**config.mk**
```make
export PLATFORM = sky130hd
export DESIGN_NAME = psum_mem_arbiter
export DESIGN_NICKNAME = d
export VERILOG_FILES = /design/src/rtl/psum_mem_arbiter.sv
export SDC_FILE = /design/constraint.sdc
export NUM_CORES = 1
export LEC_CHECK = 0
export CAP_MARGIN = 15
export CORE_AREA = 2 2 157 159
export CTS_CLUSTER_SIZE = 28
export DETAILED_ROUTE_END_ITERATION = 8
export DIE_AREA = 0 0 159 161
export GPL_TIMING_DRIVEN = 0
export PLACE_DENSITY = 0.64
export SETUP_SLACK_MARGIN = 0.1
export SYNTH_ARGS = -nofsm -noshare
export SYNTH_HDL_FRONTEND = slang
export SYNTH_SLANG_ARGS = --single-unit
```
**constraint.sdc**
```tcl
create_clock -name clk -period 3.55 [get_ports clk]
set_input_delay 1.065 -clock clk [delete_from_list [all_inputs] [get_ports clk]]
set_output_delay 1.065 -clock clk [all_outputs]
set_load 0.02 [all_outputs]
```
**src/rtl/psum_mem_arbiter.sv**
```systemverilog
// psum_mem_arbiter: shares the psum BRAM read and write controller channels
// between the core accumulate path (requester 0) and the drain engine
// (requester 1). Core has priority; a per-channel wait counter forces a drain
// grant after MAX_WAIT consecutive denials. An in-order tag FIFO steers each
// read return to the requester that issued it.
// Optional build macro PSUM_ARB_STAT_EN adds per-channel conflict counters.
module psum_mem_arbiter #(
   parameter int ADDR_WIDTH = 32,
   parameter int DATA_WIDTH = 32,
   parameter int MAX_WAIT   = 8,
   parameter int TAG_DEPTH  = 4
) (
   input  logic                  clk,
   input  logic                  rst,
   input  logic [ADDR_WIDTH-1:0] c_radd,
   input  logic                  c_rden,
   output logic                  c_rstall,
   output logic [DATA_WIDTH-1:0] c_odat,
   output logic                  c_oval,
   input  logic [ADDR_WIDTH-1:0] c_wadd,
   input  logic                  c_wren,
   input  logic [DATA_WIDTH-1:0] c_idat,
   output logic                  c_wstall,
   input  logic [ADDR_WIDTH-1:0] d_radd,
   input  logic                  d_rden,
   output logic                  d_rstall,
   output logic [DATA_WIDTH-1:0] d_odat,
   output logic                  d_oval,
   input  logic [ADDR_WIDTH-1:0] d_wadd,
   input  logic                  d_wren,
   input  logic [DATA_WIDTH-1:0] d_idat,
   output logic                  d_wstall,
   output logic [ADDR_WIDTH-1:0] m_radd,
   output logic                  m_rden,
   input  logic [DATA_WIDTH-1:0] m_odat,
   input  logic                  m_oval,
   output logic [ADDR_WIDTH-1:0] m_wadd,
   output logic                  m_wren,
   output logic [DATA_WIDTH-1:0] m_idat,
   output logic                  o_err_orphan
`ifdef PSUM_ARB_STAT_EN
   ,
   output logic [31:0]           o_stat_rconf,
   output logic [31:0]           o_stat_wconf
`endif
);

   localparam int WAIT_W = $clog2(MAX_WAIT + 1);
   localparam int PTR_W  = $clog2(TAG_DEPTH);
   localparam logic [WAIT_W-1:0] WAIT_MAX = WAIT_W'(MAX_WAIT);
   localparam logic [WAIT_W-1:0] WAIT_ONE = WAIT_W'(1);
   localparam logic [PTR_W-1:0]  PTR_ONE  = PTR_W'(1);
   localparam logic [PTR_W:0]    CNT_ONE  = (PTR_W+1)'(1);
   localparam logic [PTR_W:0]    CNT_FULL = (PTR_W+1)'(TAG_DEPTH);

   logic [WAIT_W-1:0]    rwait_q, rwait_d, wwait_q, wwait_d;
   logic [TAG_DEPTH-1:0] tag_q;
   logic [PTR_W-1:0]     wptr_q, rptr_q;
   logic [PTR_W:0]       cnt_q, cnt_d;
   logic                 c_oval_q, d_oval_q, err_q;
   logic [DATA_WIDTH-1:0] c_odat_q, d_odat_q;

   logic tag_full_s, tag_empty_s, head_s, push_s, pop_s;
   logic r_force_s, w_force_s;
   logic rgnt_c_s, rgnt_d_s, wgnt_c_s, wgnt_d_s;

   // A full tag FIFO blocks every read grant: no slot for the return route.
   assign tag_full_s  = (cnt_q == CNT_FULL);
   assign tag_empty_s = (cnt_q == '0);
   assign head_s      = tag_q[rptr_q];
   assign r_force_s   = (rwait_q == WAIT_MAX);
   assign w_force_s   = (wwait_q == WAIT_MAX);

   assign rgnt_d_s = d_rden & (~c_rden | r_force_s) & ~tag_full_s;
   assign rgnt_c_s = c_rden & ~(d_rden & r_force_s) & ~tag_full_s;
   assign wgnt_d_s = d_wren & (~c_wren | w_force_s);
   assign wgnt_c_s = c_wren & ~(d_wren & w_force_s);

   assign push_s = rgnt_c_s | rgnt_d_s;
   assign pop_s  = m_oval & ~tag_empty_s;

   assign c_rstall = tag_full_s | (c_rden & ~rgnt_c_s);
   assign d_rstall = tag_full_s | (d_rden & ~rgnt_d_s);
   assign c_wstall = c_wren & ~wgnt_c_s;
   assign d_wstall = d_wren & ~wgnt_d_s;

   assign c_oval       = c_oval_q;
   assign d_oval       = d_oval_q;
   assign c_odat       = c_odat_q;
   assign d_odat       = d_odat_q;
   assign o_err_orphan = err_q;

   // Master-side pass-through of the winning requester, zero when idle.
   always_comb begin
      m_rden = push_s;
      m_wren = wgnt_c_s | wgnt_d_s;
      if (rgnt_d_s) begin
         m_radd = d_radd;
      end else if (rgnt_c_s) begin
         m_radd = c_radd;
      end else begin
         m_radd = '0;
      end
      if (wgnt_d_s) begin
         m_wadd = d_wadd;
         m_idat = d_idat;
      end else if (wgnt_c_s) begin
         m_wadd = c_wadd;
         m_idat = c_idat;
      end else begin
         m_wadd = '0;
         m_idat = '0;
      end
   end

   // Next-state for the wait counters and the FIFO occupancy.
   always_comb begin
      rwait_d = '0;
      wwait_d = '0;
      cnt_d   = cnt_q;
      if (d_rden & ~rgnt_d_s) begin
         rwait_d = r_force_s ? rwait_q : (rwait_q + WAIT_ONE);
      end else begin
         rwait_d = '0;
      end
      if (d_wren & ~wgnt_d_s) begin
         wwait_d = w_force_s ? wwait_q : (wwait_q + WAIT_ONE);
      end else begin
         wwait_d = '0;
      end
      case ({push_s, pop_s})
         2'b10:   cnt_d = cnt_q + CNT_ONE;
         2'b01:   cnt_d = cnt_q - CNT_ONE;
         default: cnt_d = cnt_q;
      endcase
   end

   // Arbitration state and the in-order return tag FIFO.
   always_ff @(posedge clk or posedge rst) begin
      if (rst) begin
         rwait_q <= '0;
         wwait_q <= '0;
         tag_q   <= '0;
         wptr_q  <= '0;
         rptr_q  <= '0;
         cnt_q   <= '0;
      end else begin
         rwait_q <= rwait_d;
         wwait_q <= wwait_d;
         cnt_q   <= cnt_d;
         if (push_s) begin
            tag_q[wptr_q] <= rgnt_d_s;
            wptr_q        <= wptr_q + PTR_ONE;
         end
         if (pop_s) begin
            rptr_q <= rptr_q + PTR_ONE;
         end
      end
   end

   // Registered read-return routing and the sticky orphan-return flag.
   always_ff @(posedge clk or posedge rst) begin
      if (rst) begin
         c_oval_q <= 1'b0;
         d_oval_q <= 1'b0;
         c_odat_q <= '0;
         d_odat_q <= '0;
         err_q    <= 1'b0;
      end else begin
         c_oval_q <= pop_s & ~head_s;
         d_oval_q <= pop_s & head_s;
         if (pop_s & ~head_s) begin
            c_odat_q <= m_odat;
         end
         if (pop_s & head_s) begin
            d_odat_q <= m_odat;
         end
         err_q <= err_q | (m_oval & tag_empty_s);
      end
   end

`ifdef PSUM_ARB_STAT_EN
   logic [31:0] rconf_q, wconf_q;
   assign o_stat_rconf = rconf_q;
   assign o_stat_wconf = wconf_q;

   // Count cycles in which both requesters contend for each channel.
   always_ff @(posedge clk or posedge rst) begin
      if (rst) begin
         rconf_q <= 32'd0;
         wconf_q <= 32'd0;
      end else begin
         rconf_q <= rconf_q + {31'd0, c_rden & d_rden};
         wconf_q <= wconf_q + {31'd0, c_wren & d_wren};
      end
   end
`endif

endmodule

```
---- Word-level counts from Yosys, hierarchy flattened ----
Cells that the tools add are included.
operators by class
  equal/unequal tests ..................... 7
  mux-type cells .......................... 16
  bitwise logic cells ..................... 34
  reduce and logical (&&, ||, !) cells .... 3
  order comparisons ....................... 3
  add/sub/neg operators ................... 6
operator list
  operator                                                               number
  32-bit 2-to-1 mux                                                      6
  1-bit bitwise AND                                                      16
  4-bit 2-to-1 mux                                                       4
  1-bit NOT                                                              11
  4-bit by 1-bit adder with 4-bit output, second input constant          2
  4-bit equality test, second input constant                             2
  1-bit OR                                                               7
  2-bit by 3-bit < comparator with 1-bit output, second input constant   2
  3-bit case mux with 2 select lines                                     1
  2-bit by 1-bit adder with 2-bit output, second input constant          2
  4-bit bitwise mux                                                      1
  2-bit != test, second input constant                                   2
  3-bit by 1-bit adder with 3-bit output, second input constant          1
  3-bit equality test, second input constant                             1
  3-bit logical NOT                                                      1
  3-bit by 1-bit subtractor with 3-bit output, second input constant     1
  1-bit binary-select mux with 2-bit select                              1
  1-bit demux with 2-bit select                                          1
  2-bit by 1-bit equality test with 1-bit output, second input constant  1
  2-bit equality test, second input constant                             1
  2-bit by 1-bit >= comparator with 1-bit output, second input constant  1
  1-bit 2-to-1 mux                                                       2
  2-bit nonzero test                                                     1
  1-bit logical AND                                                      1
word-level totals
  input port bits ......................... 231
  logic and storage cells ................. 80
  bits in registers ....................... 86

---- Depth between registers and ports, before layout ----
  word-level depth ........................ 8
  depth in mapped cells ................... 9

---- Worst setup path before layout ----
No wires, ideal clock.
  path type ............................... input-to-output
  start ................................... input d_wren
  end ..................................... output m_idat[23]
  data required time ...................... 2.485 ns
  setup slack ............................. 0.506 ns
  cell stages on the path ................. 5
  buffers on the path ..................... 2
  arrival ................................. 1.979 ns
  cell sequence ........................... inv_1 -> o21a_1 -> buf_2 -> clkbuf_1 -> a22o_1
between the ends
  longest elaborated chain between the ends .. 5
  elaborated cells between the ends (all ways) .. 6
  classes of those cells .................. mux (2); bitwise (4)
ends and longest elaborated chain
  what                   RTL line  RTL
  start, declared        30        input logic d_wren,
  1-bit bitwise AND      77        assign wgnt_c_s = c_wren & ~(d_wren & w_force_s);
  1-bit NOT              77
  1-bit bitwise AND      77
  32-bit 2-to-1 mux      107       end else if (wgnt_c_s) begin
  32-bit 2-to-1 mux (*)  104       if (wgnt_d_s) begin
  end, declared          39        output logic [DATA_WIDTH-1:0] m_idat,
Every way passes the cells marked *; elsewhere a longest branch is shown, timed or not.

---- Worst setup path after layout ----
  start ................................... input c_rden
  end ..................................... output m_radd[4]
between the ends
  longest elaborated chain between the ends .. 5
  elaborated cells between the ends (all ways) .. 8
  classes of those cells .................. mux (2); bitwise (6)
ends and longest elaborated chain
  what                            RTL line  RTL
  start, declared                 16        input logic c_rden,
  1-bit NOT                       74        assign rgnt_d_s = d_rden & (~c_rden | r_force_s) & ~tag_full_s;
  1-bit OR                        74
  1-bit bitwise AND (2 in a row)  74
  32-bit 2-to-1 mux (*)           97        if (rgnt_d_s) begin
  end, declared                   33        output logic [ADDR_WIDTH-1:0] m_radd,
Marked as above.

==> impl_metrics.tcl <==
set metrics [dict create \
    port_buffers 399 \
    async_flop_share 1.00 \
    holdWs_ns 0.458 \
    dr.first_iter.drc_count 188 \
    grt_setup_unrepaired "true" \
    ioPinCount 400 \
    regArea_sq_mm 0.00215 \
    ys.flop_type "dfrtp_1" \
    setup_violations 0 \
    die_y_um 161 \
    utilization 0.392 \
    yosysWarnings 0 \
    drv_slew 0 \
    synthCells 435 \
    synth.area.top_cells "dfrtp_1 44%, a22o_1 12%, mux2_4 9.0%" \
    power_density_mw_per_mm2 698 \
    fin_crit_ns 3.41 \
    antenna_left 0 \
    cts_sinks 86 \
    initial_core_util 0.202 \
    r2r_end "cnt_q[2]$_DFFE_PP0P_" \
    yosysUniqueCellTypes 41 \
    gp_congestion 0.891 \
    dr.pass1.iters 5 \
    hpwl_mm 20.4 \
    holdPathEnd "o_err_orphan$_DFF_PP0_" \
    antenna_found_initial 11 \
    grt_max_degree 55 \
    fin_nets 1093 \
    power_uw 6560 \
    clk_latency_ns 0.34 \
    cts_buffers 9 \
    overflow 0 \
    reg2reg_from "cnt_q[1]$_DFFE_PP0P_" \
    wl_mm 24.3 \
    endpoint_kind "output port" \
    vias_per_cell 4.44 \
    critical_path.max_fanout 10 \
    clock-root-buffer "clkbuf_16" \
    path_class "input port to output port" \
    final_area_sq_mm 0.00940 \
    synth_nets 676 \
    avgRoutedWirePerCell_um 20.5 \
    finalClockSkew_ns 0.00647 \
    worstHoldPathCells 1 \
    grt_pass1_wl_mm 34.9 \
    cts_buffer_depth 2 \
    synth_area_per_cell_sq_um 11.1 \
    ir_drop_mv 0.315 \
    ys_ff_latch 86 \
    fin_tns_setup_ns 0 \
    multiInputGateArea_sq_mm 0.00246 \
    reg2reg_slack_ns 1.32 \
    grt_pass1_vias 5474 \
    cp_data_arrival_time_ns 2.34 \
    hold_viol_final 0 \
    period_share 0.960 \
    vias 5261 \
    netlist_area_sq_mm 0.00484 \
    syn2layout_area_growth_pct 94.1 \
    tightest_slew_ns 0.507 \
    drv_cap 0 \
    worst_setup_path_start_kind "input port" \
    fillCellCount 2424 \
    grt_use_total 0.184 \
    die-area_sq_mm 0.0256 \
    hold_path.class "flip-flop to flip-flop" \
    cts_tree "built" \
    layout-drive-gt1-share 0.271 \
    status "complete, no violations" \
    crit_required_ns 2.48 \
    ys_seq_area_frac 0.444 \
    coreArea_sq_mm 0.0240 \
    synthDominantCellAreaShare 0.444 \
    synth_top_area_cell "dfrtp_1" \
    synth_edf_count 0 \
    placed_area_sq_mm 0.00927 \
    worstHoldStart "o_err_orphan$_DFF_PP0_" \
    path_clk_slew_ns 0.06 \
    fp.dieW_um 159 \
    maxSlewHeadroom 0.662 \
    cts_htree_levels 3 \
    r2r_cells 9 \
    p_leak_uw 0.00421 \
    max_freq_mhz 293 \
    rows 57 \
    drc 0 \
]
## logic make-up after synthesis
kind of cell,Yosys count,share of synthesized area
flip-flops,86,0.444
AO/OA/AOI/OAI,121,0.195
XOR/XNOR,10,0.0181
buffers and inverters,53,0.0576
adder cells (fa/ha/maj),10,0.0274
AND/OR/NAND/NOR,89,0.0798
multiplexers,66,0.178
## registers in the layout, indices dropped and copies added, names as in the netlist
| name | cells |
|---|---|
| c_odat | 32 |
| d_odat | 32 |
| rwait_q | 4 |
| tag_q | 4 |
| wwait_q | 4 |
| cnt_q | 3 |
| rptr_q | 2 |
| wptr_q | 2 |
| c_oval | 1 |
| d_oval | 1 |
| o_err_orphan | 1 |
## cell usage after synthesis (3+ instances only)
cell,count
dfrtp_1,86
a22o_1,64
o21ai_0,4
ha_1,9
nand2_1,68
inv_1,16
mux2_4,29
mux2_2,36
buf_2,7
nand3_1,5
nor2_1,6
a31oi_1,8
clkbuf_1,20
buf_12,3
xor2_1,4
buf_1,3
o22ai_1,32
xnor2_1,6
buf_6,3
## worst max-delay path by stage
stage	from	slack, ns	cells past startpoint	endpoint
after floorplan	rst	0.26	1	c_odat[0]$_DFFE_PP0P_
after global placement	rst	-1.25	2	rwait_q[2]$_DFFE_PP0P_
after detailed placement	d_wren	-0.96	6	m_idat[29]
after CTS	d_wren	0.09	7	m_idat[29]
after global routing	cnt_q[2]$_DFFE_PP0P_	0.09	7	m_radd[31]
final	c_rden	0.14	6	m_radd[4]
## per-layer routing
| metal | GRT usage | part of all wire | vias to the layer above |
|---|---|---|---|
| li1 | - | - | 2432 |
| met1 | 0.179 | 0.34 | 2493 |
| met2 | 0.354 | 0.53 | 283 |
| met3 | 0.0781 | 0.094 | 41 |
| met4 | 0.0512 | 0.029 | 12 |
| met5 | 0 | 0.0033 | - |
## placed cells by master (no fill, tap or decap), types with 3 or more instances in the layout
cell type | synthesis | final
dfrtp_1 | 86 | 84
buf_12 | 3 | 3
nand2_1 | 68 | 68
clkbuf_4 | 0 | 8
buf_4 | 0 | 13
inv_1 | 16 | 14
nand3_1 | 5 | 5
mux2_2 | 36 | 36
o22ai_1 | 32 | 29
mux2_4 | 29 | 29
clkdlybuf4s15_2 | 0 | 11
a22o_1 | 64 | 64
buf_6 | 3 | 4
ha_1 | 9 | 9
clkbuf_8 | 0 | 6
clkbuf_16 | 0 | 9
o21ai_0 | 4 | 4
xor2_1 | 4 | 4
clkdlybuf4s50_1 | 0 | 296
a31oi_1 | 8 | 8
clkbuf_1 | 20 | 3
clkbuf_2 | 0 | 22
diode_2 | 0 | 3
buf_2 | 7 | 68
nor2_1 | 6 | 6
dlygate4sd2_1 | 0 | 6
xnor2_1 | 6 | 6
## power breakdown
group          switching, uW  leakage [uW]  internal (uW)
Combinational           1770       0.00303           2010
Clock                    405      0.000159            641
Sequential               288       0.00102           1450
Total                   2460       0.00421           4100
## through the flow
step	cells	setup slack (ns)
after floorplan	435	0.263
after global placement	1158	-1.25
after detailed placement	1159	-0.959
after CTS	1180	0.0942
after global routing	1181	0.0908
final	1184	0.143
## final cells by class
| type | count | share of cell area |
|---|---|---|
| Sequential cell | 86 | 0.229 |
| Inverter | 17 | 0.00705 |
| Tap cell | 324 | 0.0431 |
| Buffer | 36 | 0.0343 |
| Antenna cell | 3 | 0.000798 |
| Timing Repair Buffer | 406 | 0.389 |
| Clock buffer | 10 | 0.0254 |
| Multi-Input combinational cell | 296 | 0.261 |
| Clock inverter | 6 | 0.00998 |
## what timing repair did
item	4_1_cts	5_1_grt
gates cloned	0	0
setup endpoints to repair	102	86
setup buffers	5	1
pin swaps	2	0
resized for setup	395	45
endpoints found under the hold margin	0	0
hold buffers	0	0
## worst max-delay path, cell delays in order
cell and delay (ns):
clkdlybuf4s15_2 0.25, inv_1 0.12, a21o_1 0.24, clkbuf_4 0.21, o22ai_1 0.11, clkdlybuf4s15_1 0.33
No activity file was read; power rests on OpenSTA's default activity.
